===== config.mk =====
export PLATFORM = sky130hd
export DESIGN_NAME = mxm_stream
export DESIGN_NICKNAME = d
export VERILOG_FILES = /design/src/rtl/mxm_pkg.sv /design/src/rtl/mxm_mac_lane.sv /design/src/rtl/mxm_stream.sv
export SDC_FILE = /design/constraint.sdc
export NUM_CORES = 1
export LEC_CHECK = 0
export ABC_AREA = 1
export ABC_CLOCK_PERIOD_IN_PS = 9500
export CAP_MARGIN = 10
export CELL_PAD_IN_SITES_DETAIL_PLACEMENT = 1
export CELL_PAD_IN_SITES_GLOBAL_PLACEMENT = 1
export CORE_MARGIN = 2
export CORE_UTILIZATION = 45
export CTS_CLUSTER_DIAMETER = 60
export DETAILED_ROUTE_END_ITERATION = 16
export PLACE_DENSITY = 0.8
export SLEW_MARGIN = 5
export SYNTH_ARGS = -nofsm -noshare
export SYNTH_HDL_FRONTEND = slang
export SYNTH_SLANG_ARGS = --single-unit

===== constraint.sdc =====
create_clock -name clk -period 9.5 [get_ports clk]
set_input_delay 1.9 -clock clk [delete_from_list [all_inputs] [get_ports clk]]
set_output_delay 1.9 -clock clk [all_outputs]
set_load 0.005 [all_outputs]

===== src/rtl/mxm_pkg.sv =====
// Shared sizing helpers and the result clamp/wrap function for the mxm_stream engine.
package mxm_pkg;

    // Widest intermediate the clamp function works on; accumulators must fit in it.
    localparam int WIDE_W = 64;

    // Beat counter / inner-length width: holds 0..NMAX inclusive.
    function automatic int cnt_width(input int nmax);
        return $clog2(nmax) + 1;
    endfunction

    // Accumulator width: full product plus headroom for NMAX additions.
    function automatic int acc_width(input int w, input int nmax);
        return 2 * w + $clog2(nmax);
    endfunction

    // Returns s clamped to the w-bit signed range when sat is set, otherwise s
    // untouched (caller keeps the low w bits to wrap). ovf flags any value that
    // does not fit in w signed bits, whichever mode is selected.
    function automatic logic signed [WIDE_W-1:0] sat_wrap(
        input  logic signed [WIDE_W-1:0] s,
        input  int                       w,
        input  logic                     sat,
        output logic                     ovf
    );
        logic signed [WIDE_W-1:0] hi;
        logic signed [WIDE_W-1:0] lo;
        hi  = (64'sd1 <<< (w - 1)) - 64'sd1;
        lo  = -(64'sd1 <<< (w - 1));
        ovf = (s > hi) || (s < lo);
        if (sat && (s > hi))
            sat_wrap = hi;
        else if (sat && (s < lo))
            sat_wrap = lo;
        else
            sat_wrap = s;
    endfunction

endpackage


===== src/rtl/mxm_mac_lane.sv =====
// One multiply-accumulate lane: product, running sum, output scaling and
// saturate/wrap. The lane presents the finished result combinationally on the
// last beat; the top registers it.
module mxm_mac_lane
    import mxm_pkg::*;
#(
    parameter int W    = 8,
    parameter int NMAX = 16,
    parameter int FRAC = 0
) (
    input  logic                clk,
    input  logic                rst,
    input  logic                beat,
    input  logic                first,
    input  logic                sat,
    input  logic signed [W-1:0] a,
    input  logic signed [W-1:0] x,
    output logic        [W-1:0] y_res,
    output logic                ovf_res
);

    localparam int ACC_W = acc_width(W, NMAX);

    logic signed [2*W-1:0]    prod;
    logic signed [ACC_W-1:0]  prod_ext;
    logic signed [ACC_W-1:0]  acc;
    logic signed [ACC_W-1:0]  sum;
    logic signed [ACC_W-1:0]  shifted;
    logic signed [WIDE_W-1:0] wide;
    logic signed [WIDE_W-1:0] clipped;
    logic                     lane_unused;

    assign prod     = a * x;
    assign prod_ext = {{(ACC_W - 2*W){prod[2*W-1]}}, prod};

    // First beat of a vector starts the sum from the product, so no clear cycle.
    assign sum     = first ? prod_ext : acc + prod_ext;
    assign shifted = sum >>> FRAC;
    assign wide    = {{(WIDE_W - ACC_W){shifted[ACC_W-1]}}, shifted};

    // Clamp or wrap the scaled sum down to the output width.
    always_comb begin
        ovf_res = 1'b0;
        clipped = sat_wrap(wide, W, sat, ovf_res);
        y_res   = clipped[W-1:0];
    end

    // Upper bits only matter through ovf_res.
    assign lane_unused = ^clipped[WIDE_W-1:W];

    // Running sum advances only on accepted beats, so a stall freezes it.
    always_ff @(posedge clk) begin
        if (!rst)
            acc <= '0;
        else if (beat)
            acc <= sum;
    end

endmodule


===== src/rtl/mxm_stream.sv =====
// Streaming L-lane dot-product engine: beat counter, per-vector length/mode
// capture, valid/ready handshake and the single output register.
module mxm_stream
    import mxm_pkg::*;
#(
    parameter int W    = 8,
    parameter int L    = 2,
    parameter int NMAX = 16,
    parameter int FRAC = 0,
    localparam int CW  = cnt_width(NMAX)
) (
    input  logic            clk,
    input  logic            rst,
    input  logic [CW-1:0]   n_len,
    input  logic            sat_en,
    input  logic            in_valid,
    output logic            in_ready,
    input  logic [W-1:0]    a,
    input  logic [L*W-1:0]  x,
    output logic            out_valid,
    input  logic            out_ready,
    output logic [L*W-1:0]  y,
    output logic [L-1:0]    ovf
);

    logic [CW-1:0]  cnt;
    logic [CW-1:0]  n_cur;
    logic [CW-1:0]  n_clip;
    logic [CW-1:0]  n_eff;
    logic           sat_cur;
    logic           sat_eff;
    logic           fire;
    logic           first;
    logic           last;
    logic [L*W-1:0] y_res;
    logic [L-1:0]   ovf_res;

    // A beat can enter whenever the result register is empty or being drained.
    assign in_ready = ~out_valid | out_ready;
    assign fire     = in_valid & in_ready;
    assign first    = (cnt == '0);

    // Length of zero is treated as one; anything past NMAX is capped.
    always_comb begin
        n_clip = n_len;
        if (n_len == '0)
            n_clip = CW'(1);
        else if (n_len > CW'(NMAX))
            n_clip = CW'(NMAX);
    end

    // On the first beat the live inputs govern, so a length-1 vector finishes at once.
    assign n_eff   = first ? n_clip : n_cur;
    assign sat_eff = first ? sat_en : sat_cur;
    assign last    = (cnt == n_eff - CW'(1));

    for (genvar l = 0; l < L; l++) begin : g_lane
        mxm_mac_lane #(
            .W    (W),
            .NMAX (NMAX),
            .FRAC (FRAC)
        ) u_lane (
            .clk     (clk),
            .rst     (rst),
            .beat    (fire),
            .first   (first),
            .sat     (sat_eff),
            .a       (a),
            .x       (x[l*W +: W]),
            .y_res   (y_res[l*W +: W]),
            .ovf_res (ovf_res[l])
        );
    end

    // Beat counter with per-vector capture of length and saturation mode.
    always_ff @(posedge clk) begin
        if (!rst) begin
            cnt     <= '0;
            n_cur   <= '0;
            sat_cur <= 1'b0;
        end else if (fire) begin
            cnt <= last ? '0 : cnt + CW'(1);
            if (first) begin
                n_cur   <= n_clip;
                sat_cur <= sat_en;
            end
        end
    end

    // Output register: loads on a last beat, otherwise empties on handshake.
    always_ff @(posedge clk) begin
        if (!rst) begin
            out_valid <= 1'b0;
            y         <= '0;
            ovf       <= '0;
        end else if (fire && last) begin
            out_valid <= 1'b1;
            y         <= y_res;
            ovf       <= ovf_res;
        end else if (out_ready) begin
            out_valid <= 1'b0;
        end
    end

endmodule


==> reports/results.tsv, run 1 <==
stage	metric	value	unit
critical_path	crit_family	adder cells	
place	dp_slack	303	ps
clock_tree	clk_latency	350	ps
sta	fin_crit	8720	ps
critical_path	crit_buf_inv	7	
critical_path	critPathMaxFanout	16	
logic_synthesis	ys.flop_type	dfxtp_1	
run	maxCapViolCount	0	
route	ant_nets	0	
critical_path	cpMaxStageDelayCell	clkdlybuf4s50_1	
sta	clock.fmax	115	MHz
logic_synthesis	syn_inst	1818	
logic_synthesis	synthArstFlopShare	0	%
sta	period_share	91.8	%
route	wl_per_cell	15.2	um
finish	final_cell_mix	nand2_1 (488), inv_1 (455), nor2_1 (142)	
logic_synthesis	avgSynthCellArea	6.31	um^2
finish	fillers	3504	
logic_synthesis	synth_warnings	0	
finish	final_core_util	50.1	%
floorplan	io_pins	54	
finish	antenna_cells	0	
logic_synthesis	synth-seq-cells	70	
floorplan	rows	58	
place	post_dp_cell_area	12300	um^2
clock_tree	htree_num_levels	3	
logic_synthesis	synthTopCellsByArea	fa_1 (20%), nand2_1 (16%), inv_1 (15%)	
critical_path	cpPeakStageDelay	910	ps
clock_tree	clock_path_buffers	2	
route	drt_iter0_drc	528	
critical_path	worstPathRequired	9710	ps
sta	hold_viol_final	0	
logic_synthesis	yosysUniqueCellTypes	39	
clock_tree	cts_inserted_buffers	9	
clock_tree	clk_pin_slew	60	ps
sta	fin_setup_tns	0	ps
sta	clock_skew	15.1	ps
finish	layout_commonest_cell	nand2_1	
logic_synthesis	ys_seq_area_share	12.2	%
route	wl	32900	um
logic_synthesis	yosysTopAreaCell	fa_1	
global_route	grt_use_total	25.9	%
sta	setup-violations-final	0	
critical_path	path_class	in2reg	
sta	rsz0062_at_grt	false	
critical_path	cp-start-kind	primary input	
floorplan	start_util	45.7	%
global_route	antenna_found_initial	0	
route	via_per_inst	5.06	
logic_synthesis	synth_edf_count	0	
floorplan	core_region_area	25100	um^2
logic_synthesis	netlist.area_leader.share	19.5	%
sta	finalMaxSlewViolations	0	
clock_tree	cts.sinks	70	
route	drt_first_pass_iters	5	
floorplan	die_w	164	um
clock_tree	cts_root_buf	clkbuf_16	
worst_hold_path	hp-class	reg2reg	
finish	layout-drive-gt1-share	2.23	%
global_route	grt_overflow	0	
critical_path	end_kind	register	
route	dr_total_vias	10996	
critical_path	cp.arrival	8930	ps
sta	max_slew_margin	26.6	%
sta	final.setup.worst_slack	783	ps
place	place.gp.congestion	0.877	
clock_tree	cts_tree	done	
finish	synthToLayoutAreaGrowth	9.71	%
sta	worst-slew-pin-transition	1100	ps
route	post-route-drc-count	0	
floorplan	die_h	164	um
place	hpwl	27000	um
global_route	grt_pass1_vias	11971	
clock_tree	postCtsHoldBufs	0	
floorplan	die_area	26800	um^2
clock_tree	postCtsSetupBuffers	0	
logic_synthesis	synth_nets	2066	
finish	fin_area	12600	um^2
critical_path	path_common_cell	nand2_1	
logic_synthesis	syn_area	11500	um^2
outcome	status	completed	
global_route	grt_pass1_wl	56600	um
global_route	grt_max_degree	55	
place	io_buffer_count	53	
finish	fin_nets	2084	
layout make-up:
cell class                 instances  area, um^2  area share [%]
clock buffer                      11         243            1.93
clock inverter                     5        82.6           0.656
inverter                         461        1730            13.7
multi-input combinational       1232        8120            64.5
sequential                        70        1400            11.1
tap                              330         413            3.28
timing repair buffer              62         601            4.77
worst min-delay path, stage by stage (launching register included):
cell	delay, ps
dfxtp_1	310
nand2_1	70
nand2_1	50
layer usage:
metal / track usage [%] / wire, um / vias to the layer above
met5: 0 / 0 / -
met4: 5.54 / 532 / 0
met3: 2.42 / 544 / 39
met2: 49.1 / 17000 / 101
met1: 31.8 / 14900 / 5346
li1: - / - / 5510
sequential cells by signal, summed over array words and instances, names as in the netlist:
register / count
out_valid: 1
ovf: 2
sat_cur: 1
g_lane.u_lane.acc: 40
cnt: 5
n_cur: 5
y: 16
stage by stage:
stage | std cells | hold WS, ps
final | 2171 | 468
after global routing | 2171 | 472
after CTS | 2171 | 464
after detailed placement | 2155 | 451
after global placement | 2155 | 443
after floorplan | 1818 | 448
logic make-up after synthesis:
logic type / after synthesis / share of synthesized area (%)
AO/OA/AOI/OAI: 198 / 9.51
XOR/XNOR: 27 / 2.06
adder cells (fa/ha/maj): 214 / 30.7
buffers and inverters: 516 / 17.0
flip-flops: 70 / 12.2
AND/OR/NAND/NOR: 793 / 28.5
what timing repair did:
action,CTS,global route
endpoints found under the hold margin,0,0
setup endpoints to repair,0,2
gates resized for setup,0,1
final timing paths:
| path | startpoint | end | slack [ps] | cells past startpoint |
|---|---|---|---|---|
| setup / recovery | a[5] | y[2] | 780 | 34 |
| hold reg to reg | y[7] | y[7] | 470 | 2 |
| hold / removal | y[7] | y[7] | 470 | 2 |
| setup reg to reg | cnt[0] | y[14] | 5120 | 17 |
cell usage after synthesis (4+ instances only):
cell and instances:
nand3b_1 8, inv_2 4, nor2_1 142, nand4_1 28, fa_1 112, a21oi_1 83, nor3_1 8, o21bai_1 9
ha_1 102, clkbuf_1 45, xor2_1 17, xnor2_1 10, inv_1 456, buf_2 4, o21ai_0 79, nand3_1 109
dfxtp_1 70, o211ai_1 14, o21ai_1 4, nand2_1 488, or2_2 4
Power of run 1 is left out: the tool's default activity adds up to more than one toggle a clock period on the data nets, which glitch-free logic cannot reach.
==> run 2: changes to the inputs <==
- CTS_CLUSTER_SIZE: default -> 14
==> results of run 2 <==
The final DEF is identical to that of run 1; final timing and power are the same.
Power of run 2 is left out for the same reason.
==> run 3: changes to the inputs <==
- CORE_MARGIN: 2 -> default
- SKIP_CTS_REPAIR_TIMING: default -> 1
==> run 3 against run 2 <==
Effect of this change: maximum frequency up 0.10%; cell area down 0.47%; register-to-register slack worse by 70 ps; final cell count about the same; hold slack worse by 16 ps; critical path type unchanged.
==> reports/results.tsv, run 3 (synthesis results as in run 1) <==
stage	metric	value	unit	change
outcome	status	completed		
floorplan	rows	58		unchanged
clock_tree	clock_path_buffers	2		unchanged
floorplan	start_util	45.7	%	unchanged
route	drt_iter0_drc	383		-27%
critical_path	path_class	in2reg		
critical_path	worstPathRequired	9720	ps	about the same
place	place.gp.congestion	0.911		+3.9%
clock_tree	clk_pin_slew	60	ps	about the same
clock_tree	htree_num_levels	3		unchanged
sta	clock_skew	12.4	ps	-2.70 ps
floorplan	die_w	162	um	-1.2%
sta	worst-slew-pin-transition	1110	ps	+9.44 ps
clock_tree	cts.sinks	70		unchanged
clock_tree	cts_root_buf	clkbuf_16		
floorplan	die_h	162	um	-1.2%
global_route	antenna_found_initial	0		unchanged
critical_path	cpPeakStageDelay	680	ps	-230 ps
global_route	grt_use_total	26.4	%	+0.44 points
global_route	grt_overflow	0		unchanged
route	via_per_inst	5.08		+0.24%
sta	hold_viol_final	0		unchanged
run	maxCapViolCount	0		unchanged
sta	rsz0062_at_grt	false		
critical_path	crit_buf_inv	8		+1
finish	layout-drive-gt1-share	2.12	%	-0.11 points
worst_hold_path	hp-class	reg2reg		
critical_path	cp-start-kind	primary input		
floorplan	die_area	26100	um^2	-2.4%
route	ant_nets	0		unchanged
place	io_buffer_count	53		unchanged
route	dr_total_vias	11012		+0.15%
route	wl_per_cell	14.9	um	-1.9%
floorplan	core_region_area	25100	um^2	unchanged
global_route	grt_max_degree	75		+36%
critical_path	cp.arrival	8920	ps	about the same
finish	synthToLayoutAreaGrowth	9.20	%	
sta	fin_crit	8710	ps	-9.14 ps
sta	setup-violations-final	0		unchanged
finish	final_cell_mix	nand2_1 (488), inv_1 (455), nor2_1 (142)		
clock_tree	clk_latency	350	ps	about the same
finish	antenna_cells	0		unchanged
sta	max_slew_margin	25.9	%	-0.63 points
place	post_dp_cell_area	12300	um^2	about the same
finish	fin_area	12500	um^2	-0.47%
clock_tree	cts_inserted_buffers	9		unchanged
finish	largest_reg_flops	40		unchanged
global_route	grt_pass1_vias	11848		-1.0%
finish	top_regs	g_lane.u_lane.acc (40), y (16)		
route	post-route-drc-count	0		unchanged
floorplan	io_pins	54		unchanged
place	hpwl	26600	um	-1.6%
sta	fin_setup_tns	0	ps	unchanged
finish	layout_commonest_cell	nand2_1		
critical_path	cpMaxStageDelayCell	clkdlybuf4s50_1		
sta	clock.fmax	115	MHz	+0.10%
critical_path	critPathMaxFanout	16		unchanged
sta	period_share	91.7	%	-0.096 points
finish	regMostFlops	g_lane.u_lane.acc		
critical_path	crit_family	adder cells		
global_route	grt_pass1_wl	56200	um	-0.69%
route	wl	32300	um	-2.0%
route	drt_first_pass_iters	5		unchanged
clock_tree	cts_tree	done		
sta	finalMaxSlewViolations	0		unchanged
finish	fin_nets	2083		-0.048%
critical_path	path_common_cell	nand2_1		
critical_path	end_kind	register		
run 3: cell count changes in the layout (fill, tap and decap cells not counted), sizes merged:
cell	delta
clkinvlp	-1
dlymetal6s2s	-1
buf	-1
clkdlybuf4s50	+1
bufinv	-2
clkbuf	+1
clkinv	+1
run 3: layout make-up:
type / instances / area [um^2]
Clock inverter: 3 / 20.0
Clock buffer: 12 / 256
Timing Repair Buffer: 61 / 591
Tap cell: 330 / 413
Inverter: 461 / 1730
Sequential cell: 70 / 1400
Fill cell: 3496 / 12600
Multi-Input combinational cell: 1232 / 8120
run 3: layer usage:
layer | up-vias | share of wire [%] | track usage [%]
met1 | 5359 | 45 | 32.3
met5 | - | 0 | 0
li1 | 5509 | - | -
met3 | 47 | 1.6 | 2.76
met2 | 97 | 51 | 48.6
met4 | 0 | 2.4 | 7.42
run 3: metrics by stage:
stage	hold WS, ps	setup slack, ps	util, %	instances
floorplan	448	1840	-	1818
global placement	442	581	48.8	2154
detailed placement	442	427	48.8	2154
CTS	455	731	49.9	2169
global route	485	51.9	49.9	2169
finish	452	792	49.9	2169
run 3: final timing paths:
kind | from | endpoint | slack, ps | cells past startpoint
setup / recovery | a[7] | y[4] | 790 | 36
hold reg to reg | y[7] | y[7] | 450 | 2
hold / removal | y[7] | y[7] | 450 | 2
setup reg to reg | cnt[0] | y[9] | 5050 | 17
run 3: worst min-delay path, delay by kind of cell, from the launching register on:
| kind | cells | cell delay [ps] |
|---|---|---|
| flops | 1 | 300 |
| simple gates | 2 | 100 |
Power of run 3 is left out for the same reason.
